**src/rtl/cpu_pkg.sv**
```systemverilog
// Shared CPU definitions: sequencer state encoding, RAM port owner encoding
// and default bus widths.
package cpu_pkg;
   typedef enum logic [1:0] {
      IDLE   = 2'd0,
      ACCESS = 2'd1,
      WAIT   = 2'd2,
      RESP   = 2'd3
   } state_t;

   typedef enum logic {
      FETCH = 1'b0,
      DATA  = 1'b1
   } owner_t;

   localparam int AW_DEFAULT = 8;
   localparam int DW_DEFAULT = 16;
   localparam int CNT_W      = 3;
endpackage

```
**src/rtl/rr_arb2.sv**
```systemverilog
// Two-input round-robin picker: combinational winner, registered owner.
// On a tie the requester that is not the current owner wins.
module rr_arb2
   import cpu_pkg::*;
(
   input  logic   clk,
   input  logic   rst,
   input  logic   reqF,
   input  logic   reqD,
   input  logic   advance,
   output owner_t winner,
   output owner_t owner
);
   owner_t ownerReg;

   always_comb begin
      winner = FETCH;
      if (reqF && reqD) begin
         if (ownerReg == FETCH) winner = DATA;
         else                   winner = FETCH;
      end else if (reqD) begin
         winner = DATA;
      end
   end

   // Reset owner to DATA so the very first tie goes to fetch.
   always_ff @(posedge clk) begin
      if (rst)                          ownerReg <= DATA;
      else if (advance && (reqF || reqD)) ownerReg <= winner;
   end

   assign owner = ownerReg;
endmodule

```
**src/rtl/mem_port_arbiter.sv**
```systemverilog
// Shares the single-port RAM between instruction fetch and the data path,
// sequencing one access at a time with req/gnt/rvalid per requester.
module mem_port_arbiter
   import cpu_pkg::*;
#(
   parameter int AW     = AW_DEFAULT,
   parameter int DW     = DW_DEFAULT,
   parameter int RD_LAT = 1
) (
   input  logic          clk,
   input  logic          rst,
   input  logic          f_req,
   input  logic [AW-1:0] f_addr,
   output logic          f_gnt,
   output logic          f_rvalid,
   output logic [DW-1:0] f_rdata,
   input  logic          d_req,
   input  logic          d_we,
   input  logic [AW-1:0] d_addr,
   input  logic [DW-1:0] d_wdata,
   output logic          d_gnt,
   output logic          d_rvalid,
   output logic [DW-1:0] d_rdata,
   output logic          mem_en,
   output logic          mem_we,
   output logic [AW-1:0] mem_addr,
   output logic [DW-1:0] mem_wdata,
   input  logic [DW-1:0] mem_rdata,
   output logic          busy
);
   localparam logic [CNT_W-1:0] LAST_CNT = CNT_W'(RD_LAT - 1);

   state_t             stateReg, stateNext;
   logic [CNT_W-1:0]   cntReg, cntNext;
   logic               weReg, weNext;
   owner_t             winner, owner;

   logic               memEnNext, memWeNext, busyNext;
   logic [AW-1:0]      memAddrNext;
   logic [DW-1:0]      memWdataNext, fRdataNext, dRdataNext;
   logic               fGntNext, dGntNext, fRvalidNext, dRvalidNext;

   rr_arb2 u_arb (
      .clk    (clk),
      .rst    (rst),
      .reqF   (f_req),
      .reqD   (d_req),
      .advance(stateReg == IDLE),
      .winner (winner),
      .owner  (owner)
   );

   // Outputs are computed one cycle ahead so every port comes straight off a flop;
   // mem_addr/mem_wdata double as the request latch.
   always_comb begin
      stateNext    = stateReg;
      cntNext      = cntReg;
      weNext       = weReg;
      memEnNext    = 1'b0;
      memWeNext    = 1'b0;
      memAddrNext  = mem_addr;
      memWdataNext = mem_wdata;
      fGntNext     = 1'b0;
      dGntNext     = 1'b0;
      fRvalidNext  = 1'b0;
      dRvalidNext  = 1'b0;
      fRdataNext   = f_rdata;
      dRdataNext   = d_rdata;
      case (stateReg)
         IDLE: begin
            if (f_req || d_req) begin
               stateNext = ACCESS;
               memEnNext = 1'b1;
               if (winner == DATA) begin
                  weNext       = d_we;
                  memAddrNext  = d_addr;
                  memWdataNext = d_wdata;
                  dGntNext     = 1'b1;
               end else begin
                  weNext       = 1'b0;
                  memAddrNext  = f_addr;
                  memWdataNext = '0;
                  fGntNext     = 1'b1;
               end
               memWeNext = weNext;
            end
         end
         ACCESS: begin
            if (weReg) begin
               stateNext = IDLE;
            end else begin
               stateNext = WAIT;
               cntNext   = '0;
            end
         end
         WAIT: begin
            cntNext = cntReg + 1'b1;
            if (cntReg == LAST_CNT) begin
               stateNext = RESP;
               if (owner == DATA) begin
                  dRdataNext  = mem_rdata;
                  dRvalidNext = 1'b1;
               end else begin
                  fRdataNext  = mem_rdata;
                  fRvalidNext = 1'b1;
               end
            end
         end
         RESP:    stateNext = IDLE;
         default: stateNext = IDLE;
      endcase
      busyNext = (stateNext != IDLE);
   end

   always_ff @(posedge clk) begin
      if (rst) begin
         stateReg  <= IDLE;
         cntReg    <= '0;
         weReg     <= 1'b0;
         mem_en    <= 1'b0;
         mem_we    <= 1'b0;
         mem_addr  <= '0;
         mem_wdata <= '0;
         f_gnt     <= 1'b0;
         d_gnt     <= 1'b0;
         f_rvalid  <= 1'b0;
         d_rvalid  <= 1'b0;
         f_rdata   <= '0;
         d_rdata   <= '0;
         busy      <= 1'b0;
      end else begin
         stateReg  <= stateNext;
         cntReg    <= cntNext;
         weReg     <= weNext;
         mem_en    <= memEnNext;
         mem_we    <= memWeNext;
         mem_addr  <= memAddrNext;
         mem_wdata <= memWdataNext;
         f_gnt     <= fGntNext;
         d_gnt     <= dGntNext;
         f_rvalid  <= fRvalidNext;
         d_rvalid  <= dRvalidNext;
         f_rdata   <= fRdataNext;
         d_rdata   <= dRdataNext;
         busy      <= busyNext;
      end
   end
endmodule

```
**config.mk**
```make
export PLATFORM = sky130hd
export DESIGN_NAME = mem_port_arbiter
export DESIGN_NICKNAME = d
export VERILOG_FILES = /design/src/rtl/cpu_pkg.sv /design/src/rtl/rr_arb2.sv /design/src/rtl/mem_port_arbiter.sv
export SDC_FILE = /design/constraint.sdc
export NUM_CORES = 1
export LEC_CHECK = 0
export CAP_MARGIN = 30
export CORE_MARGIN = 2
export CORE_UTILIZATION = 38
export CTS_CLUSTER_SIZE = 28
export DETAILED_ROUTE_END_ITERATION = 10
export GPL_ROUTABILITY_DRIVEN = 0
export HOLD_SLACK_MARGIN = 0.05
export PLACE_DENSITY = 0.76
export SLEW_MARGIN = 20
export SYNTH_ARGS = -nofsm -noshare
export SYNTH_HDL_FRONTEND = slang
export SYNTH_SLANG_ARGS = --single-unit
```
**constraint.sdc**
```tcl
create_clock -name clk -period 1.4 [get_ports clk]
set_input_delay 0.21 -clock clk [delete_from_list [all_inputs] [get_ports clk]]
set_output_delay 0.21 -clock clk [all_outputs]
set_load 0.01 [all_outputs]
```
==> results of run 1 <==
## layout by cell type (no fill, tap or decap), drive strengths merged, types with 11 or more instances in the layout
master,count
a22o,17
dfxtp,70
nand2,17
nor2b,33
clkbuf,11
o21ai,65
clkdlybuf4s50,52
a21oi,13
nand2b,17
dlygate4sd2,60
buf,23
## power by group
part | internal, mW | switching, mW | total (mW)
Sequential | 2.14 | 0.0766 | 2.22
Clock | 0.595 | 0.620 | 1.21
Combinational | 0.506 | 0.481 | 0.987
## timing repair
action	CTS	global route
endpoints found under the setup margin	77	24
resized for setup	64	12
hold buffers	0	0
## worst max path at each step
stage | cells past startpoint | slack, ns | to | startpoint
floorplan | 6 | -0.02 | mem_wdata[2]$_SDFFE_PP0P_ | u_arb.owner$_SDFFE_PP1P_
global placement | 4 | -0.17 | mem_addr[7]$_SDFFE_PP0P_ | d_req
detailed placement | 4 | -0.26 | mem_addr[3]$_SDFFE_PP0P_ | d_req
CTS | 1 | 0.001 | f_rvalid | f_rvalid$_SDFF_PP0_
global route | 6 | -0.04 | f_rdata[15]$_SDFFE_PP0P_ | cntReg[0]$_SDFFE_PP0P_
finish | 1 | 0.04 | d_gnt | d_gnt$_SDFF_PP0_
## kinds of logic (layout without fill, tap and decap cells)
group	after synthesis	after routing	share of synthesized area [%]
simple gates	84	84	17.9
flops	70	70	51.1
compound gates	107	107	24.0
mux	1	1	0.365
buf+inv	29	153	5.43
xor+xnor	1	1	0.319
fa+ha+maj	2	2	0.912
## flip-flops by register name (all words and copies together), names as in the netlist
register     flops
weReg            1
stateReg         2
cntReg           3
u_arb.owner      1
d_gnt            1
mem_addr         8
f_rvalid         1
mem_wdata       16
busy             1
f_gnt            1
d_rdata         16
d_rvalid         1
mem_en           1
mem_we           1
f_rdata         16
## layout make-up
type                            instances  area, sq um
Clock buffer                           11          131
Tap cell                               96          120
Sequential cell                        70         1400
Fill cell                             618         2740
Multi-Input combinational cell        195         1230
Inverter                                5         18.8
Timing Repair Buffer                  137         1270
## metrics by stage
step / worst slack (ns) / std cells / cell area (sq um)
2_1_floorplan: -0.0244 / 294 / 2750
3_3_place_gp: -0.172 / 503 / 4070
3_5_place_dp: -0.262 / 503 / 4070
4_1_cts: 0.00100 / 514 / 4150
5_1_grt: -0.0375 / 514 / 4170
6_report: 0.0416 / 514 / 4170
## per-layer routing
metal  share of wire, %  global-route usage, %  up-vias
met3                6.4                   4.52        8
met2                 46                   29.0       77
met1                 46                   23.4     1154
met5                  0                      0        -
met4                1.2                   7.19        0
li1                   -                      -     1266
==> results.json, run 1 <==
{
  "status": "completed",
  "yosys_warnings": 0,
  "crit_required_ns": 1.19,
  "whs_path_depth": 2,
  "post_cts_buffers": 0,
  "max-vdd-ir-drop_mv": 0.580,
  "die_w_um": 89.0,
  "period_share_pct": 97.0,
  "fmax_mhz": 736,
  "fin_util_pct": 60.4,
  "syn_avg_cell_area_sq_um": 9.33,
  "r2r_start": "cntReg[0]$_SDFFE_PP0P_",
  "syn_inst": 294,
  "grt_pass1_vias": 2417,
  "synth_cell_types": 32,
  "clkLatencyLatePin_ns": 0.33,
  "min_period_ns": 1.36,
  "synth-async-reset-ratio_pct": 0,
  "worstMarginPinSlew_ns": 0.373,
  "crit_fanout": 1,
  "ios": 116,
  "syn_nets": 349,
  "wl_per_cell_um": 13.6,
  "synth_commonest_cells": "dfxtp_1 (70), o21ai_0 (63), nor2b_1 (33)",
  "drv_cap": 0,
  "grt_usage_pct": 18.1,
  "synthTopCellsByArea": "dfxtp_1 (51%), o21ai_0 (11%), nor2b_1 (7.5%), nand2b_1 (3.9%), a22o_2 (2.9%)",
  "relSlewSlack_pct": 75.1,
  "antenna_found_initial": 0,
  "hold_viol": 0,
  "power_mw": 4.42,
  "synth_top_area_cell": "dfxtp_1",
  "synthFlopType": "dfxtp_1",
  "syn_to_final_growth_pct": 52.0,
  "numCtsBuffers": 9,
  "tns_ns": 0,
  "ys_seq_area_share_pct": 51.1,
  "drt-initial-drc-count": 81,
  "detail-route-antenna-nets": 0,
  "clock_tree.buffer_depth": 2,
  "finalWirelength_um": 7000,
  "rsz0062_at_grt": "yes",
  "synth_top_area_share_pct": 51.1,
  "htreeDepth": 3,
  "layout-drive-gt1-share_pct": 11.7,
  "rr_endpoint": "f_rdata[2]$_SDFFE_PP0P_",
  "num_rows": 30,
  "yosysMostFrequentCell": "dfxtp_1",
  "fp.coreArea_sq_mm": 0.00691,
  "vias": 2505,
  "start_util_pct": 39.7,
  "r2r_cells": 6,
  "fin_skew_ns": 0.00513,
  "setup_viol": 0,
  "hp-class": "in2reg",
  "cts_tree": "done",
  "grt_max_degree": 32,
  "endpoint_kind": "primary output",
  "grt_pass1_wl_um": 11200,
  "drt_pass1_iterations": 4,
  "worstPathCellList": "clkdlybuf4s50_1",
  "viasPerCell": 4.87,
  "root_buffer": "clkbuf_8",
  "synth_edf_count": 0,
  "n_antenna_cell": 0,
  "hold_end": "f_gnt$_SDFF_PP0_",
  "powerDensity_mw_per_mm2": 1060,
  "crit_buf_inv": 1,
  "start_kind": "register",
  "ys_seq_elements": 70,
  "port-buffer-count": 115,
  "max_stage_delay_ns": 0.52,
  "critPathArrivalTime_ns": 1.15,
  "clock-sinks": 70,
  "drc": 0,
  "crit_path_top_delay_cell": "clkdlybuf4s50_1",
  "syn-cell-area_sq_mm": 0.00274,
  "die_height_um": 89.0,
  "hpwl_um": 5070,
  "final_nets": 473,
  "leakage_nw": 1.87,
  "clk_pin_slew_ns": 0.06,
  "cp_top_family": "buffers and inverters",
  "dieArea_sq_mm": 0.00792,
  "min_from": "rst",
  "slew_viol_final": 0,
  "r2r_slack_ns": 0.07,
  "gr-total-overflow": 0,
  "holdWs_ns": 0.247,
  "critPathKind": "reg2out"
}
Note: power is estimated with default switching activity, not from simulation.
==> inputs of run 2 (changes only) <==
- CTS_BUF_LIST: unset -> sky130_fd_sc_hd__clkbuf_8 sky130_fd_sc_hd__clkbuf_16
==> run 2 against run 1 <==
Effect of this change: maximum frequency hardly changed; utilization is the same; die area did not move; global-route usage unchanged; register-to-register slack hardly changed; clock power about the same; wire length stayed put.
==> results.json, run 2 (same netlist as run 1, synthesis figures left out) <==
{
  "powerDensity_mw_per_mm2": 1060,
  "switching_share_pct": 26.7,
  "switchingPower_mw": 1.18,
  "numCtsBuffers": 9,
  "endpoint_kind": "primary output",
  "clkPwrFrac_pct": 27.3,
  "crit_buf_inv": 1,
  "rsz0062_at_grt": "yes",
  "num_rows": 30,
  "min_period_ns": 1.36,
  "hpwl_um": 5070,
  "drc": 0,
  "syn_to_final_growth_pct": 52.0,
  "detail-route-antenna-nets": 0,
  "internal_power_mw": 3.23,
  "start_util_pct": 39.7,
  "grt_pass1_vias": 2417,
  "final_common_cell": "dfxtp_1",
  "worstPathCellList": "clkdlybuf4s50_1",
  "port-buffer-count": 115,
  "dpl_cell_area_sq_mm": 0.00407,
  "hold_viol": 0,
  "top_regs": "d_rdata: 16 flops, f_rdata: 16 flops, mem_wdata: 16 flops",
  "finalWirelength_um": 7000,
  "max-vdd-ir-drop_mv": 0.580,
  "worstMarginPinSlew_ns": 0.372,
  "viasPerCell": 4.89,
  "most-common-layout-cells": "dfxtp_1 (69), dlygate4sd2_1 (60), o21ai_0 (58)",
  "final_nets": 473,
  "period_share_pct": 97.0,
  "crit_path_top_delay_cell": "clkdlybuf4s50_1",
  "final_area_sq_mm": 0.00417,
  "place_ws_ns": -0.262,
  "clk_pin_slew_ns": 0.06,
  "critPathArrivalTime_ns": 1.15,
  "critPathKind": "reg2out",
  "fin_skew_ns": 0.00488,
  "layout-drive-gt1-share_pct": 11.7,
  "drv_cap": 0,
  "clock-sinks": 70,
  "n_antenna_cell": 0,
  "fillers": 618,
  "fp.coreArea_sq_mm": 0.00691,
  "drt_pass1_iterations": 4,
  "grt_pass1_wl_um": 11200,
  "drt-initial-drc-count": 82,
  "setup_ws_ns": 0.0425,
  "multiInputGateArea_sq_mm": 0.00123,
  "cts_hold_buf": 0,
  "crit_fanout": 1,
  "grt_max_degree": 32,
  "leakage_nw": 1.88,
  "fmax_mhz": 737,
  "fin_cells": 514,
  "vias": 2513,
  "die_height_um": 89.0,
  "dieArea_sq_mm": 0.00792,
  "max_stage_delay_ns": 0.52,
  "cp_top_family": "buffers and inverters",
  "die_w_um": 89.0,
  "register_area_sq_mm": 0.00140,
  "cts_tree": "done",
  "setup_viol": 0,
  "placedCellCount": 503,
  "gr-total-overflow": 0,
  "hp-class": "in2reg",
  "root_buffer": "clkbuf_8",
  "relSlewSlack_pct": 75.1,
  "p_comb_share_pct": 22.4,
  "grt_usage_pct": 18.1,
  "clkLatencyLatePin_ns": 0.33,
  "ios": 116,
  "start_kind": "register",
  "clock_tree.buffer_depth": 2,
  "seqPwrFrac_pct": 50.3,
  "htreeDepth": 3,
  "crit_required_ns": 1.19,
  "fin_util_pct": 60.4,
  "slew_viol_final": 0,
  "status": "completed",
  "antenna_found_initial": 0,
  "wl_per_cell_um": 13.6
}
run 2: changes by cell type in the layout (fill, tap and decap cells not counted), sizes merged:
cell / change
clkbuf: -2
inv: +2
run 2: final cells by class:
cell class                      count  area share [%]
Clock buffer                        9            2.97
Clock inverter                      2           0.180
Inverter                            5           0.450
Multi-Input combinational cell    195            29.4
Sequential cell                    70            33.6
Tap cell                           96            2.88
Timing Repair Buffer              137            30.5
run 2: stage by stage:
step	power [mW]	TNS [ns]	hold WS, ns
2_1_floorplan	2.74	-0.198	0.337
3_3_place_gp	3.29	-5.83	0.457
5_1_grt	4.65	-0.0653	0.258
6_report	4.41	0	0.248
3_5_place_dp	3.31	-7.67	0.456
4_1_cts	4.46	0	0.229
run 2: routing by layer:
metal / global-route usage (%) / share of wire, % / up-vias
met2: 29.0 / 46 / 75
met3: 4.52 / 6.2 / 11
met5: 0 / 0 / -
li1: - / - / 1266
met4: 7.19 / 1.5 / 0
met1: 23.4 / 46 / 1161
run 2: final timing paths:
| path | from | endpoint | slack [ns] | depth (start not counted) |
|---|---|---|---|---|
| setup reg to reg | cntReg[0]$_SDFFE_PP0P_ | f_rdata[2]$_SDFFE_PP0P_ | 0.07 | 6 |
| hold / removal | rst | f_gnt$_SDFF_PP0_ | 0.25 | 2 |
| setup / recovery | d_gnt$_SDFF_PP0_ | d_gnt | 0.04 | 1 |
| hold reg to reg | mem_wdata[0]$_SDFFE_PP0P_ | mem_wdata[0]$_SDFFE_PP0P_ | 0.47 | 1 |
run 2: what timing repair did:
item,4_1_cts,5_1_grt
setup buffers,0,0
setup endpoints to repair,77,24
gates resized for setup,64,12
gates cloned,0,0
endpoints found under the hold margin,0,0
run 2: power by group through the flow:
stage	Sequential, mW	Clock, mW	Combinational (mW)
finish	2.22	1.20	0.987
global route	2.23	1.33	1.08
CTS	2.22	1.25	0.991
detailed placement	2.26	0	1.05
global placement	2.26	0	1.03
floorplan	2.32	0	0.417
